<file path="src/rtl/config_loader.sv">
// Bitstream loader: accepts host words, shifts them LSB-first into a configuration
// scan chain and tracks a CRC-16-CCITT of the loaded bits. Optional readback: CFG_READBACK_EN.
module config_loader #(
  parameter int WORD_W    = 8,
  parameter int CHAIN_LEN = 4416,
  localparam int CNT_W    = $clog2(CHAIN_LEN + 1)
) (
  input  logic              prog_clk,
  input  logic              prog_rst_n,
  input  logic              start,
  input  logic              abort,
  input  logic [WORD_W-1:0] s_data,
  input  logic              s_valid,
  output logic              s_ready,
  output logic              cfg_in,
  output logic              cfg_en,
  input  logic              cfg_out,
  output logic              busy,
  output logic              done,
  output logic              err,
  output logic [CNT_W-1:0]  bit_cnt
);

  localparam int REM_W = $clog2(WORD_W + 1);

`ifdef CFG_READBACK_EN
  typedef enum logic [2:0] {S_IDLE, S_LOAD, S_SHIFT, S_VERIFY, S_DONE} state_t;
`else
  typedef enum logic [2:0] {S_IDLE, S_LOAD, S_SHIFT, S_DONE} state_t;
`endif

  state_t            state;
  logic [WORD_W-1:0] word_q;
  logic [REM_W-1:0]  rem;
  logic [REM_W-1:0]  rem_init;
  logic [CNT_W-1:0]  bits_left;
  logic [15:0]       crc;
  logic              cfg_in_q;
`ifdef CFG_READBACK_EN
  logic [15:0]       crc_rb;
  logic [CNT_W-1:0]  vcnt;
`endif

  function automatic logic [15:0] crc_step(input logic [15:0] c, input logic b);
    return {c[14:0], 1'b0} ^ (((c[15] ^ b) == 1'b1) ? 16'h1021 : 16'h0000);
  endfunction

  // Bits still to shift after the first one of the word just accepted (n-1).
  always_comb begin
    bits_left = CNT_W'(CHAIN_LEN) - bit_cnt;
    if (bits_left < CNT_W'(WORD_W)) rem_init = REM_W'(bits_left - 1'b1);
    else                            rem_init = REM_W'(WORD_W - 1);
  end

`ifdef CFG_READBACK_EN
  // Recirculation needs the chain output in the same cycle, so it bypasses the register.
  assign cfg_in = (state == S_VERIFY) ? cfg_out : cfg_in_q;
`else
  logic cfg_out_unused;
  assign cfg_out_unused = cfg_out;
  assign cfg_in         = cfg_in_q;
`endif

  always_ff @(posedge prog_clk or negedge prog_rst_n) begin
    if (!prog_rst_n) begin
      state    <= S_IDLE;
      s_ready  <= 1'b0;
      cfg_in_q <= 1'b0;
      cfg_en   <= 1'b0;
      busy     <= 1'b0;
      done     <= 1'b0;
      err      <= 1'b0;
      bit_cnt  <= '0;
      word_q   <= '0;
      rem      <= '0;
      crc      <= 16'hFFFF;
`ifdef CFG_READBACK_EN
      crc_rb   <= 16'hFFFF;
      vcnt     <= '0;
`endif
    end else if (abort && state != S_IDLE) begin
      state    <= S_IDLE;
      s_ready  <= 1'b0;
      cfg_in_q <= 1'b0;
      cfg_en   <= 1'b0;
      busy     <= 1'b0;
      done     <= 1'b0;
      err      <= 1'b1;
    end else begin
      case (state)
        S_IDLE: begin
          if (start) begin
            state   <= S_LOAD;
            s_ready <= 1'b1;
            busy    <= 1'b1;
            bit_cnt <= '0;
            err     <= 1'b0;
            crc     <= 16'hFFFF;
          end
        end
        S_LOAD: begin
          if (s_valid && s_ready) begin
            state    <= S_SHIFT;
            s_ready  <= 1'b0;
            cfg_en   <= 1'b1;
            cfg_in_q <= s_data[0];
            word_q   <= s_data >> 1;
            rem      <= rem_init;
            bit_cnt  <= bit_cnt + 1'b1;
            crc      <= crc_step(crc, s_data[0]);
          end
        end
        S_SHIFT: begin
          if (rem != '0) begin
            cfg_in_q <= word_q[0];
            word_q   <= word_q >> 1;
            rem      <= rem - 1'b1;
            bit_cnt  <= bit_cnt + 1'b1;
            crc      <= crc_step(crc, word_q[0]);
          end else begin
            cfg_in_q <= 1'b0;
            if (bit_cnt == CNT_W'(CHAIN_LEN)) begin
`ifdef CFG_READBACK_EN
              state  <= S_VERIFY;
              vcnt   <= '0;
              crc_rb <= 16'hFFFF;
`else
              cfg_en <= 1'b0;
              state  <= S_DONE;
              done   <= 1'b1;
`endif
            end else begin
              cfg_en  <= 1'b0;
              state   <= S_LOAD;
              s_ready <= 1'b1;
            end
          end
        end
`ifdef CFG_READBACK_EN
        S_VERIFY: begin
          crc_rb <= crc_step(crc_rb, cfg_out);
          vcnt   <= vcnt + 1'b1;
          if (vcnt == CNT_W'(CHAIN_LEN - 1)) begin
            cfg_en <= 1'b0;
            state  <= S_DONE;
            done   <= 1'b1;
            err    <= (crc_step(crc_rb, cfg_out) != crc);
          end
        end
`endif
        S_DONE: begin
          done  <= 1'b0;
          busy  <= 1'b0;
          state <= S_IDLE;
        end
        default: state <= S_IDLE;
      endcase
    end
  end

endmodule

</file>
<file path="config.mk">
export PLATFORM = sky130hd
export DESIGN_NAME = config_loader
export DESIGN_NICKNAME = d
export VERILOG_FILES = /design/src/rtl/config_loader.sv
export SDC_FILE = /design/constraint.sdc
export NUM_CORES = 1
export LEC_CHECK = 0
export BUFFER_PORTS_ARGS = -buffer_cell sky130_fd_sc_hd__buf_2
export CAP_MARGIN = 20
export CORE_ASPECT_RATIO = 1.25
export CORE_UTILIZATION = 45
export DETAILED_ROUTE_END_ITERATION = 10
export GPL_TIMING_DRIVEN = 0
export HOLD_SLACK_MARGIN = 0.1
export PLACE_DENSITY = 0.65
export SLEW_MARGIN = 30
export SYNTH_ARGS = -nofsm -noshare
export SYNTH_HDL_FRONTEND = slang
export SYNTH_SLANG_ARGS = --single-unit
</file>
<file path="constraint.sdc">
create_clock -name prog_clk -period 3.4 [get_ports prog_clk]
set_input_delay 0 -clock prog_clk [delete_from_list [all_inputs] [get_ports prog_clk]]
set_output_delay 0 -clock prog_clk [all_outputs]
set_load 0.01 [all_outputs]
</file>
== Yosys cells after proc, flatten, opt, wreduce, memory -nomap -nowiden ==
Index checks and enable logic that the tools add are counted.

* Output and inout port bits: 19
* Memory bits (writable): 0
* Word-level logic and storage cells: 90
* Bits in read-only memories: 0
* Bits in latches: 0
* Memories kept: 0
* Bits in registers: 34
* Bits of input ports: 14

* Reductions and logical operators: 22
* $add $sub $neg: 4
* Equal/unequal tests: 12
* Shift-type cells: 0
* Mux-type cells: 40
* Divide/modulo/power cells: 0
* Bitwise gates (word level): 1
* Magnitude comparators: 1
* Multipliers: 0

{| class="wikitable"
|+ Operator list
! cell !! count
|-
| $mux 13 || 3
|-
| $pmux 13 s3 || 1
|-
| $mux 1 || 18
|-
| $mux 8 || 2
|-
| $pmux 8 s2 || 1
|-
| $ne 3x3->1 const B || 5
|-
| $reduce_bool 3->1 || 5
|-
| $add 13x1->13 const B || 1
|-
| $eq 13x13->1 const B || 1
|-
| $lt 13x4->1 const B || 1
|-
| $sub 13x13->13 const A || 1
|-
| $mux 3 || 4
|-
| $mux 4 || 3
|-
| $reduce_and 5->1 || 2
|-
| $pmux 3 s3 || 1
|-
| $reduce_and 3->1 || 3
|-
| $pmux 1 s2 || 4
|-
| $pmux 4 s2 || 1
|-
| $reduce_bool 4->1 || 2
|-
| $sub 4x1->4 const B || 2
|-
| $eq 3x2->1 const B || 2
|-
| $ne 2x2->1 const B || 3
|-
| $reduce_and 2->1 || 3
|-
| $reduce_bool 2->1 || 3
|-
| other kinds (7) || 8
|}

== Depth between registers and ports, before layout ==
Gate-level depths: netlist of the first run.

* Word-level depth: 5
* Depth in mapped cells: 9
* Mapped depth without buffers: 7

== Worst setup path before layout of the first run ==
OpenSTA, ideal clock, no wires.

* Path kind: register to register
* Start: register bit_cnt[0]
* End: register rem[0]
* Path buffers: 1
* Required time: 3.251 ns
* Library setup time: 0.149 ns
* Clock period less this slack: 2.640 ns
* Stages on the path, launching flop included: 9
* Setup slack: 0.760 ns
* Arrival time: 2.491 ns
* Cells stage by stage: dfrtp_1 > clkbuf_1 > inv_1 > ha_1 > or2b_2 > or4_4 > mux2_4 > nor4_4 > a41oi_1

* Word-level cells in the longest chain between the ends: 5
* Elaborated cells between the ends (all ways): 6
* Classes of those cells: add/sub: 2; order compare: 1; mux: 3

{| class="wikitable"
|+ Ends and longest elaborated chain
! element !! RTL line !! text
|-
| from (decl) || 21 || <nowiki>output logic [CNT_W-1:0] bit_cnt</nowiki>
|-
| from (signal assigned) || 109 || <nowiki>bit_cnt <= bit_cnt + 1'b1;</nowiki>
|-
| from (signal assigned) || 118 || <nowiki>bit_cnt <= bit_cnt + 1'b1;</nowiki>
|-
| $sub 13x13->13 * || 50 || <nowiki>bits_left = CNT_W'(CHAIN_LEN) - bit_cnt;</nowiki>
|-
| $lt 13x4->1 or $sub 4x1->4 (tied branches) || 51 || <nowiki>if (bits_left < CNT_W'(WORD_W)) rem_init = REM_W'(bits_left - 1'b1);</nowiki>
|-
| $mux 4 * || 51 ||
|-
| $mux 4 * || 102 || <nowiki>if (s_valid && s_ready) begin</nowiki>
|-
| $pmux 4 s2 * || 90 || <nowiki>case (state)</nowiki>
|-
| to (signal assigned) || 108 || <nowiki>rem <= rem_init;</nowiki>
|-
| to (signal assigned) || 117 || <nowiki>rem <= rem - 1'b1;</nowiki>
|-
| to (decl) || 34 || <nowiki>logic [REM_W-1:0] rem;</nowiki>
|}

Mark *: on every way between the ends. The rest lies on a longest branch, timed or not. The select of a mux whose other input is x is not followed.
A chain may end at the register's enable or synchronous reset.

== Final worst setup path of the first run ==
* Start: register bit_cnt[0]
* End: register s_ready

* Word-level cells in the longest chain between the ends: 3

{| class="wikitable"
|+ Ends and longest elaborated chain
! element !! RTL line !! text
|-
| $eq 13x13->1 || 122 || <nowiki>if (bit_cnt == CNT_W'(CHAIN_LEN)) begin</nowiki>
|-
| $ne 3x3->1 (no line) || -- ||
|-
| $reduce_and 5->1 (no line) || -- ||
|-
| to (signal assigned) || 94 || <nowiki>s_ready <= 1'b1;</nowiki>
|-
| to (signal assigned) || 104 || <nowiki>s_ready <= 1'b0;</nowiki>
|-
| to (signal assigned) || 135 || <nowiki>s_ready <= 1'b1;</nowiki>
|-
| to (decl) || 14 || <nowiki>output logic s_ready,</nowiki>
|}

No other way between the ends.

==> results of run 1 <==
stage by stage:
stage	instances	power [uW]	util [%]	hold WS (ns)
after floorplan	272	1330	-	-0.296
after global placement	362	1570	52.5	0.106
after detailed placement	362	1580	52.5	0.101
after CTS	379	1980	56.7	0.143
after global routing	379	2150	56.7	0.179
final	379	1970	56.7	0.140
worst min path at each step:
| stage | slack (ns) | to | start |
|---|---|---|---|
| after floorplan | -0.30 | bit_cnt[0] | prog_rst_n |
| after global placement | 0.11 | state[0] | prog_rst_n |
| after detailed placement | 0.10 | cfg_en | prog_rst_n |
| after CTS | 0.14 | cfg_in | s_data[0] |
| after global routing | 0.18 | cfg_in | s_data[0] |
| final | 0.14 | err | abort |
sequential cells by signal, summed over array words and instances (netlist names):
name	cells
cfg_en	1
rem	4
state	2
bit_cnt	13
err	1
done	1
word_q	7
busy	1
cfg_in	1
s_ready	1
power breakdown:
part           total, uW  switching, uW  internal (uW)
Sequential           576           86.2            489
Combinational       1020            607            410
Clock                374            157            217
layout make-up:
type	count	area, sq um
plain buffers	17	91.3
clock buffers	5	68.8
clock inverters	3	42.5
fillers	463	2090
inverters	16	60.1
multi-input cells	207	1360
flip-flops and latches	32	801
well taps	60	75.1
repair buffers	39	240
per-layer routing:
metal | track usage (%) | vias to the layer above | routed length, um
li1 | - | 1089 | -
met1 | 26.0 | 1003 | 2610
met2 | 38.7 | 64 | 2630
met3 | 4.12 | 5 | 220
met4 | 6.38 | 0 | 62
met5 | 0 | - | 0
cells by family (layout without fill, tap and decap cells):
| kind of cell | after synthesis | after routing | synth area share [%] |
|---|---|---|---|
| AOI/OAI and AO/OA | 82 | 82 | 24.1 |
| DFF | 32 | 32 | 34.6 |
| xor gates and xnor gates | 2 | 2 | 0.757 |
| and+or+nand+nor | 103 | 103 | 24.3 |
| buffers and inverters | 33 | 80 | 6.54 |
| muxes | 13 | 13 | 5.95 |
| adders and majority gates | 7 | 7 | 3.78 |
worst max-delay path: cells and delay by family (launching register included):
kind            cells  cell delay (ns)
compound gates      3             0.82
buf+inv             2             0.31
simple gates        2             0.96
fa+ha+maj           1             0.25
flops               1             0.39
layout by cell type (no fill, tap or decap), drive strengths merged, types with 10 or more instances in the layout:
master | netlist | final
inv | 16 | 16
nand3 | 10 | 10
nand2 | 30 | 30
mux2i | 10 | 10
o21ai | 26 | 26
dfrtp | 32 | 32
a21oi | 12 | 12
clkbuf | 12 | 17
buf | 5 | 35
nor2 | 14 | 14
what timing repair did:
action,4_1_cts,5_1_grt
hold buffers,9,0
setup endpoints to repair,0,0
buffers inserted,0,0
endpoints found under the hold margin,41,0
==> results.tsv, run 1 <==
stage	metric	value	unit
clock_tree	clk sinks	32	
synth	top cells by count, synth	32 x dfrtp_1, 30 x nand2_1, 26 x o21ai_0, 16 x inv_1, 14 x nor2_1	
synth	post-synthesis sequential area ratio	34.6	%
critical_path	cell chain of the critical path	clkbuf_1 > inv_1 > ha_1 > or2b_2 > nor4_1 > a211oi_1 > o211a_1 > o32a_1	
clock_tree	root buffer cell	clkbuf_8	
placement	Final GP Congestion	0.877	
synth	syn avg cell area	8.51	sq um
critical_path	reg2reg start	bit_cnt[0]	
synth	ys flop type	dfrtp_1	
placement	pre-CTS setup slack	0.590	ns
finish	nets@finish	339	
power	Max rail drop VDD	0.311	mV
floorplan	IO Pins	33	
floorplan	Starting Density	47.9	%
clock_tree	Clock Latency Late Sink	0.29	ns
sta	Fin Setup TNS	0	ns
global_route	largest net degree at the start of global routing	33	
critical_path	reg2reg path depth	8	
floorplan	Horiz. Die Dim	66.2	um
placement	Post-DP HPWL	3880	um
finish	share of layout cells above drive strength 1	18.5	%
sta	FMAX	352	MHz
clock_tree	CTS buffer count	5	
detailed_routing	DR pass1 iterations	5	
hold_path	min-delay worst type	in -> reg	
clock_tree	htree depth	2	
run_status	status	finished clean	
critical_path	R2R Path End	s_ready	
clock_tree	clk buf depth	2	
clock_tree	TritonCTS clock tree	built	
synth	Synthesis Warnings	0	
global_route	gr ovfl total	0	
power	leakage power total	0.00125	uW
detailed_routing	antenna-violating nets left	0	
critical_path	FF-to-FF setup slack	0.56	ns
sta	setup slack after layout	0.562	ns
critical_path	CP startpoint	bit_cnt[0]	
critical_path	CP max-delay cell	nor4_1	
hold_path	Hold Crit Depth	3	
synth	synth top area cells	dfrtp_1 35%, o21ai_0 5.6%, nand2_1 4.9%	
floorplan	# rows	28	
synth	count leader, synth	dfrtp_1	
sta	Final Hold Violating Endpoints	0	
floorplan	core area	4830	sq um
sta	Rel. slew slack	50.1	%
finish	cell area after layout	2740	sq um
critical_path	CP peak stage delay	0.59	ns
placement	Post-DP Area	2540	sq um
finish	area grow syn2layout	18.4	%
detailed_routing	total number of vias	2161	
floorplan	Die Y-Extent	82.2	um
clock_tree	post-CTS sizing	0	
critical_path	largest fanout on the critical path	9	
clock_tree	CTS clk-pin slew, worst paths	0.08	ns
detailed_routing	DRC	0	
synth	synthesized flop and latch total	32	
global_route	vias in the first global route	1969	
synth	syn nets	293	
synth	synth unique cells	60	
run	maximum capacitance violations	0	
synth	mapped cell area	2310	sq um
sta	final-report max-slew violation count	0	
synth	ys async rst share	100	%
critical_path	CP Launch Type	flip-flop	
sta	RSZ-0062 raised after global routing	no	
critical_path	Worst Path Arrival	3.01	ns
global_route	gr usage total	21.6	%
detailed_routing	DR iter-0 viols	177	
sta	fin crit period	2.84	ns
critical_path	CP endpoint kind	flip-flop	
synth	Yosys top cell by area	dfrtp_1	
sta	Slew @ Worst Pin	0.739	ns
global_route	initial antenna violation count	0	
detailed_routing	routed len/inst	14.6	um
finish	ant diodes	0	
placement	IO buf count	30	
critical_path	Req. time, crit path	3.58	ns
synth	Post-synth EDFFs	0	
sta	period utilization	83.5	%
sta	clk_skew	0.0118	ns
synth	post-synth top area share	34.6	%
global_route	first-pass GRT wire length	9010	um
floorplan	Die Footprint	5440	sq um
critical_path	crit path kind	reg -> reg	
sta	# setup viols final	0	
detailed_routing	total wire length	5530	um
power	P per Cell Area	717	nW/um^2
detailed_routing	drt via density	5.70	
critical_path	Critical Path Sink	s_ready	
synth	cell count after synthesis	272	
Power figures use the tool's default switching activity.
==> run 2, diff against run 1 <==
--- a/config.mk
+++ b/config.mk
@@ -12,7 +12,7 @@
 export DETAILED_ROUTE_END_ITERATION = 10
 export GPL_TIMING_DRIVEN = 0
 export HOLD_SLACK_MARGIN = 0.1
-export PLACE_DENSITY = 0.65
+export PLACE_DENSITY = 0.68
 export SLEW_MARGIN = 30
 export SYNTH_ARGS = -nofsm -noshare
 export SYNTH_HDL_FRONTEND = slang
==> constraint.sdc (replaced) <==
create_clock -name prog_clk -period 2.4 [get_ports prog_clk]
set_input_delay 0 -clock prog_clk [delete_from_list [all_inputs] [get_ports prog_clk]]
set_output_delay 0 -clock prog_clk [all_outputs]
set_load 0.01 [all_outputs]
==> results.tsv, run 2 (same netlist as run 1, synthesis figures left out) <==
stage	metric	value	unit	change
run_status	status	finished with violations		
run_status	failing checks	setup timing		
finish	Final Non-Filler Cells	381		+0.53%
finish	nets@finish	341		+0.59%
critical_path	Worst Path Arrival	2.59	ns	-0.42 ns
power	Max rail drop VDD	0.711	mV	+130%
sta	period utilization	102	%	+19 points
clock_tree	clk sinks	32		unchanged
floorplan	Die Footprint	5440	sq um	unchanged
detailed_routing	drt via density	5.72		+0.30%
finish	Seq. cell area	805	sq um	+0.47%
critical_path	R2R Path End	rem[0]		
critical_path	Req. time, crit path	2.54	ns	-1.04 ns
global_route	gr ovfl total	0		unchanged
global_route	initial antenna violation count	0		unchanged
run	maximum capacitance violations	0		unchanged
critical_path	crit path kind	reg -> reg		
critical_path	CP endpoint kind	flip-flop		
detailed_routing	antenna-violating nets left	0		unchanged
sta	Fin Setup TNS	-0.137	ns	-0.137 ns
sta	clk_skew	0.00760	ns	-0.00422 ns
floorplan	core area	4830	sq um	unchanged
clock_tree	CTS buffer count	5		unchanged
critical_path	cell chain of the critical path	inv_4 > ha_4 > or2b_4 > or4_4 > mux2_4 > nor4_4 > a41oi_2		
global_route	largest net degree at the start of global routing	33		unchanged
critical_path	CP Launch Type	flip-flop		
critical_path	reg2reg start	bit_cnt[0]		
power	leakage power total	0.00129	uW	+3.0%
finish	cell area after layout	2860	sq um	+4.2%
finish	top flop regs	bit_cnt x13, word_q x7, rem x4		
placement	pre-CTS setup slack	-0.219	ns	-0.808 ns
clock_tree	Clock Latency Late Sink	0.29	ns	about the same
finish	area grow syn2layout	23.5	%	
finish	share of layout cells above drive strength 1	25.5	%	+7.0 points
sta	Rel. slew slack	49.4	%	-0.68 points
placement	placed insts	362		unchanged
power	P per Cell Area	1030	nW/um^2	+44%
detailed_routing	routed len/inst	14.5	um	-0.47%
detailed_routing	total number of vias	2179		+0.83%
sta	final-report max-slew violation count	0		unchanged
clock_tree	root buffer cell	clkbuf_8		
sta	fin crit period	2.45	ns	-0.389 ns
placement	Post-DP Area	2570	sq um	+1.1%
floorplan	Starting Density	47.9	%	unchanged
placement	Final GP Congestion	0.846		-3.5%
critical_path	CP max-delay cell	or4_4		
global_route	first-pass GRT wire length	9470	um	+5.1%
sta	Slew @ Worst Pin	0.749	ns	+0.0101 ns
hold_path	Hold Path End	busy		
finish	Filler Cell Count	452		-2.4%
critical_path	CP peak stage delay	0.55	ns	-0.04 ns
finish	most frequent cells in the layout	31 x buf_2, 30 x nand2_1, 29 x dfrtp_1		
sta	# setup viols final	4		+4
placement	IO buf count	30		unchanged
detailed_routing	DR pass1 iterations	4		-1
detailed_routing	DR iter-0 viols	109		-38%
placement	Post-DP HPWL	3900	um	+0.45%
clock_tree	CTS clk-pin slew, worst paths	0.07	ns	about the same
critical_path	largest fanout on the critical path	6		-3
finish	commonest non-fill, non-tap cell in the layout	buf_2		
sta	RSZ-0062 raised after global routing	yes		
floorplan	# rows	28		unchanged
hold_path	Hold Crit Depth	2		-1
critical_path	reg2reg path depth	7		-1
clock_tree	htree depth	2		unchanged
global_route	gr usage total	22.8	%	+1.2 points
finish	max reg flops	13		unchanged
clock_tree	clk buf depth	2		unchanged
finish	multi-input logic area	1430	sq um	+4.9%
finish	Final Util	59.1	%	+2.4 points
clock_tree	TritonCTS clock tree	built		
hold_path	min-delay worst type	in -> reg		
sta	FMAX	408	MHz	+16%
sta	setup slack after layout	-0.0488	ns	-0.611 ns
floorplan	Die Y-Extent	82.2	um	unchanged
global_route	vias in the first global route	2101		+6.7%
detailed_routing	DRC	0		unchanged
floorplan	Horiz. Die Dim	66.2	um	unchanged
floorplan	IO Pins	33		unchanged
critical_path	FF-to-FF setup slack	-0.05	ns	-0.61 ns
hold_path	launch point of the worst hold path	abort		
sta	Final Hold Violating Endpoints	0		unchanged
finish	ant diodes	0		unchanged
detailed_routing	total wire length	5540	um	about the same
finish	Largest Register	bit_cnt		
==> run 2: stage by stage <==
step | total power (uW) | hold WS [ns]
6_report | 2950 | 0.154
5_1_grt | 3220 | 0.169
4_1_cts | 2960 | 0.160
3_5_place_dp | 2300 | 0.116
3_3_place_gp | 2270 | 0.104
2_1_floorplan | 1940 | -0.296
==> run 2: where the power goes <==
group          switching (uW)  internal (uW)  total (uW)  leakage, uW
clock                     204            366         571    0.0000645
combinational             888            669        1560     0.000822
sequential                123            697         820     0.000405
total                    1210           1730        2950      0.00129
==> run 2: area by class of cell <==
class | count | share of cell area [%]
Multi-Input combinational cell | 207 | 50.0
Sequential cell | 32 | 28.2
Timing Repair Buffer | 44 | 9.72
Clock buffer | 7 | 3.37
Buffer | 14 | 2.89
Tap cell | 60 | 2.63
Inverter | 16 | 2.19
Clock inverter | 1 | 1.05
==> run 2: worst max-delay path by stage <==
stage	from	end	cells after the start
floorplan	bit_cnt[0]	rem[0]	8
global placement	bit_cnt[1]	rem[0]	7
detailed placement	state[1]	word_q[6]	9
CTS	bit_cnt[0]	rem[2]	8
global route	bit_cnt[0]	rem[0]	7
finish	bit_cnt[0]	rem[0]	7
==> run 2: layer usage <==
| metal | track usage, % | vias up | share of wire [%] |
|---|---|---|---|
| met1 | 27.7 | 1027 | 47 |
| li1 | - | 1093 | - |
| met4 | 6.60 | 0 | 1.2 |
| met3 | 3.85 | 6 | 4.1 |
| met2 | 41.1 | 53 | 48 |
| met5 | 0 | - | 0 |
==> run 2: critical path, delay by kind of cell, from the launching register on <==
family	cells	cell delay [ns]
simple gates	3	1.21
flops	1	0.43
mux	1	0.33
compound gates	1	0.15
fa+ha+maj	1	0.12
buf+inv	1	0.07
==> run 2: what timing repair did <==
item,in CTS,in global routing
gates resized for setup,5,13
hold endpoints to repair,40,0
cloned,0,0
setup endpoints to repair,16,23
buffers inserted,5,0
pin swaps,5,7
hold buffers,9,0
==> run 3, diff against run 2 <==
==> config.mk (replaced) <==
export PLATFORM = sky130hd
export DESIGN_NAME = config_loader
export DESIGN_NICKNAME = d
export VERILOG_FILES = /design/src/rtl/config_loader.sv
export SDC_FILE = /design/constraint.sdc
export NUM_CORES = 1
export LEC_CHECK = 0
export BUFFER_PORTS_ARGS = -buffer_cell sky130_fd_sc_hd__clkbuf_2
export CAP_MARGIN = 20
export CELL_PAD_IN_SITES_DETAIL_PLACEMENT = 1
export CELL_PAD_IN_SITES_GLOBAL_PLACEMENT = 1
export CORE_ASPECT_RATIO = 1.25
export CORE_UTILIZATION = 39
export DETAILED_ROUTE_END_ITERATION = 10
export GPL_TIMING_DRIVEN = 0
export HOLD_SLACK_MARGIN = 0.1
export PLACE_DENSITY_LB_ADDON = 0.1
export SLEW_MARGIN = 30
export SYNTH_ARGS = -nofsm -noshare
export SYNTH_HDL_FRONTEND = slang
export SYNTH_SLANG_ARGS = --single-unit
==> results.tsv, run 3 (same netlist as run 1, synthesis figures left out) <==
stage	metric	value	unit	change
run_status	status	finished with violations		
run_status	failing checks	setup timing		
hold_path	Hold Path End	cfg_in		
sta	clk_skew	0.00983	ns	+0.00223 ns
critical_path	CP max-delay cell	or4_4		
finish	top flop regs	bit_cnt x13, word_q x7, rem x4		
finish	nets@finish	345		+1.2%
placement	pre-CTS setup slack	-0.295	ns	-0.0768 ns
detailed_routing	total wire length	6380	um	+15%
critical_path	largest fanout on the critical path	3		-3
critical_path	crit path buf inv count	2		+1
floorplan	core area	5740	sq um	+19%
finish	area grow syn2layout	23.5	%	unchanged
sta	WHS	0.149	ns	-0.00507 ns
global_route	largest net degree at the start of global routing	33		unchanged
placement	IO buf count	30		unchanged
clock_tree	htree depth	2		unchanged
placement	Post-DP HPWL	4460	um	+15%
floorplan	Horiz. Die Dim	70.9	um	+7.2%
clock_tree	CTS buffer count	5		unchanged
detailed_routing	DR pass1 iterations	6		+2
clock_tree	TritonCTS clock tree	built		
hold_path	Hold Crit Depth	4		+2
finish	most frequent cells in the layout	31 x clkbuf_2, 30 x nand2_1, 29 x dfrtp_1		
sta	RSZ-0062 raised after global routing	yes		
sta	Final Hold Violating Endpoints	0		unchanged
sta	Slew @ Worst Pin	0.754	ns	+0.00460 ns
clock_tree	Clock Latency Late Sink	0.29	ns	about the same
floorplan	IO Pins	33		unchanged
critical_path	CP Launch Type	flip-flop		
global_route	gr ovfl total	0		unchanged
finish	cell area after layout	2860	sq um	unchanged
power	P per Cell Area	1030	nW/um^2	+0.20%
floorplan	Die Footprint	6250	sq um	+15%
critical_path	reg2reg start	bit_cnt[0]		
sta	Fin Setup TNS	-0.138	ns	-0.00141 ns
finish	Filler Cell Count	705		+56%
critical_path	FF-to-FF setup slack	-0.06	ns	about the same
sta	FMAX	406	MHz	-0.47%
sta	setup slack after layout	-0.0604	ns	-0.0116 ns
clock_tree	clk buf depth	2		unchanged
floorplan	Starting Density	40.3	%	-7.6 points
power	leakage power total	0.00129	uW	-0.46%
finish	commonest non-fill, non-tap cell in the layout	clkbuf_2		
critical_path	R2R Path End	rem[0]		
critical_path	CP endpoint kind	flip-flop		
finish	share of layout cells above drive strength 1	26.8	%	+1.2 points
detailed_routing	DR iter-0 viols	74		-32%
hold_path	min-delay worst type	in -> reg		
floorplan	# rows	31		+11%
hold_path	launch point of the worst hold path	s_data[0]		
detailed_routing	DRC	0		unchanged
power	Max rail drop VDD	0.285	mV	-60%
finish	Largest Register	bit_cnt		
global_route	vias in the first global route	2281		+8.6%
finish	ant diodes	0		unchanged
sta	period utilization	103	%	+0.48 points
detailed_routing	drt via density	5.66		-0.95%
clock_tree	CTS clk-pin slew, worst paths	0.08	ns	about the same
clock_tree	root buffer cell	clkbuf_8		
critical_path	crit path kind	reg -> reg		
detailed_routing	total number of vias	2215		+1.7%
finish	max reg flops	13		unchanged
placement	Final GP Congestion	0.807		-4.7%
detailed_routing	routed len/inst	16.3	um	+12%
global_route	first-pass GRT wire length	10700	um	+13%
critical_path	Worst Path Arrival	2.61	ns	+0.02 ns
detailed_routing	antenna-violating nets left	0		unchanged
placement	Post-DP Area	2570	sq um	+0.29%
critical_path	CP peak stage delay	0.55	ns	about the same
critical_path	reg2reg path depth	8		+1
critical_path	cell chain of the critical path	inv_4 > ha_4 > or2b_4 > or4_4 > mux2_4 > nor4_4 > buf_4 > a41oi_2		
floorplan	Die Y-Extent	88.1	um	+7.2%
critical_path	Req. time, crit path	2.55	ns	about the same
sta	final-report max-slew violation count	0		unchanged
sta	Rel. slew slack	49.8	%	+0.33 points
global_route	gr usage total	21.7	%	-1.1 points
sta	fin crit period	2.46	ns	+0.0116 ns
sta	# setup viols final	3		-1
clock_tree	clk sinks	32		unchanged
run	maximum capacitance violations	0		unchanged
global_route	initial antenna violation count	0		unchanged
critical_path	CP delay by family, top	simple AND/OR/NAND/NOR gates		
[run 3: changes by cell type in the layout (fill, tap and decap cells not counted), moves of 2 or more]
cell / delta
clkbuf_2: +29
clkinv_2: +2
buf_4: +5
buf_2: -29
[run 3: timing repair]
| item | 4_1_cts | 5_1_grt |
|---|---|---|
| endpoints found under the hold margin | 40 | 0 |
| setup buffers | 5 | 5 |
| hold buffers | 9 | 0 |
| setup endpoints to repair | 23 | 24 |
| pin swaps | 4 | 4 |
| gates resized for setup | 7 | 10 |
[run 3: cell type report]
| type | instances | area [sq um] | area share, % |
|---|---|---|---|
| clock inverters | 2 | 10.0 | 0.350 |
| clock buffers | 6 | 82.6 | 2.89 |
| repair buffers | 49 | 315 | 11.0 |
| multi-input cells | 207 | 1420 | 49.6 |
| plain buffers | 13 | 78.8 | 2.76 |
| well taps | 66 | 82.6 | 2.89 |
| flip-flops and latches | 32 | 805 | 28.2 |
| inverters | 16 | 66.3 | 2.32 |
[run 3: routing by layer]
metal | part of all wire, % | routed length (um) | track usage (%) | vias to the layer above
met2 | 51 | 3220 | 40.7 | 33
met5 | 0 | 0 | 0 | -
met1 | 46 | 2910 | 25.4 | 1076
li1 | - | - | - | 1097
met3 | 2.2 | 142 | 3.22 | 9
met4 | 1.6 | 101 | 7.09 | 0
[run 3: metrics by stage]
stage                     cells  utilization, %  power (uW)
after floorplan             272               -        1940
after global placement      368            44.9        2320
after detailed placement    368            44.9        2350
after CTS                   389            49.0        2910
after global routing        391            49.8        3210
final                       391            49.8        2950
[run 3: tightest hold or removal path, stage by stage]
cell and delay (ns):
clkbuf_2 0.08, inv_1 0.03, o21ai_0 0.14, a32o_1 0.16
[run 3: power by group]
| group | internal (uW) | switching (uW) | total [uW] |
|---|---|---|---|
| Combinational | 732 | 945 | 1680 |
| Sequential | 697 | 126 | 823 |
| Clock | 229 | 224 | 453 |
| Total | 1660 | 1290 | 2950 |
[run 3: how the worst max path moves through the flow]
stage               startpoint   endpoint  slack (ns)  cells after the start
finish              bit_cnt[0]     rem[0]       -0.06                      8
global route        bit_cnt[0]     rem[0]       -0.13                      8
global placement      state[0]  word_q[1]       -0.28                      9
CTS                 bit_cnt[0]     rem[2]       -0.11                      8
floorplan           bit_cnt[0]     rem[0]       -0.09                      8
detailed placement    state[0]  word_q[3]       -0.30                      9
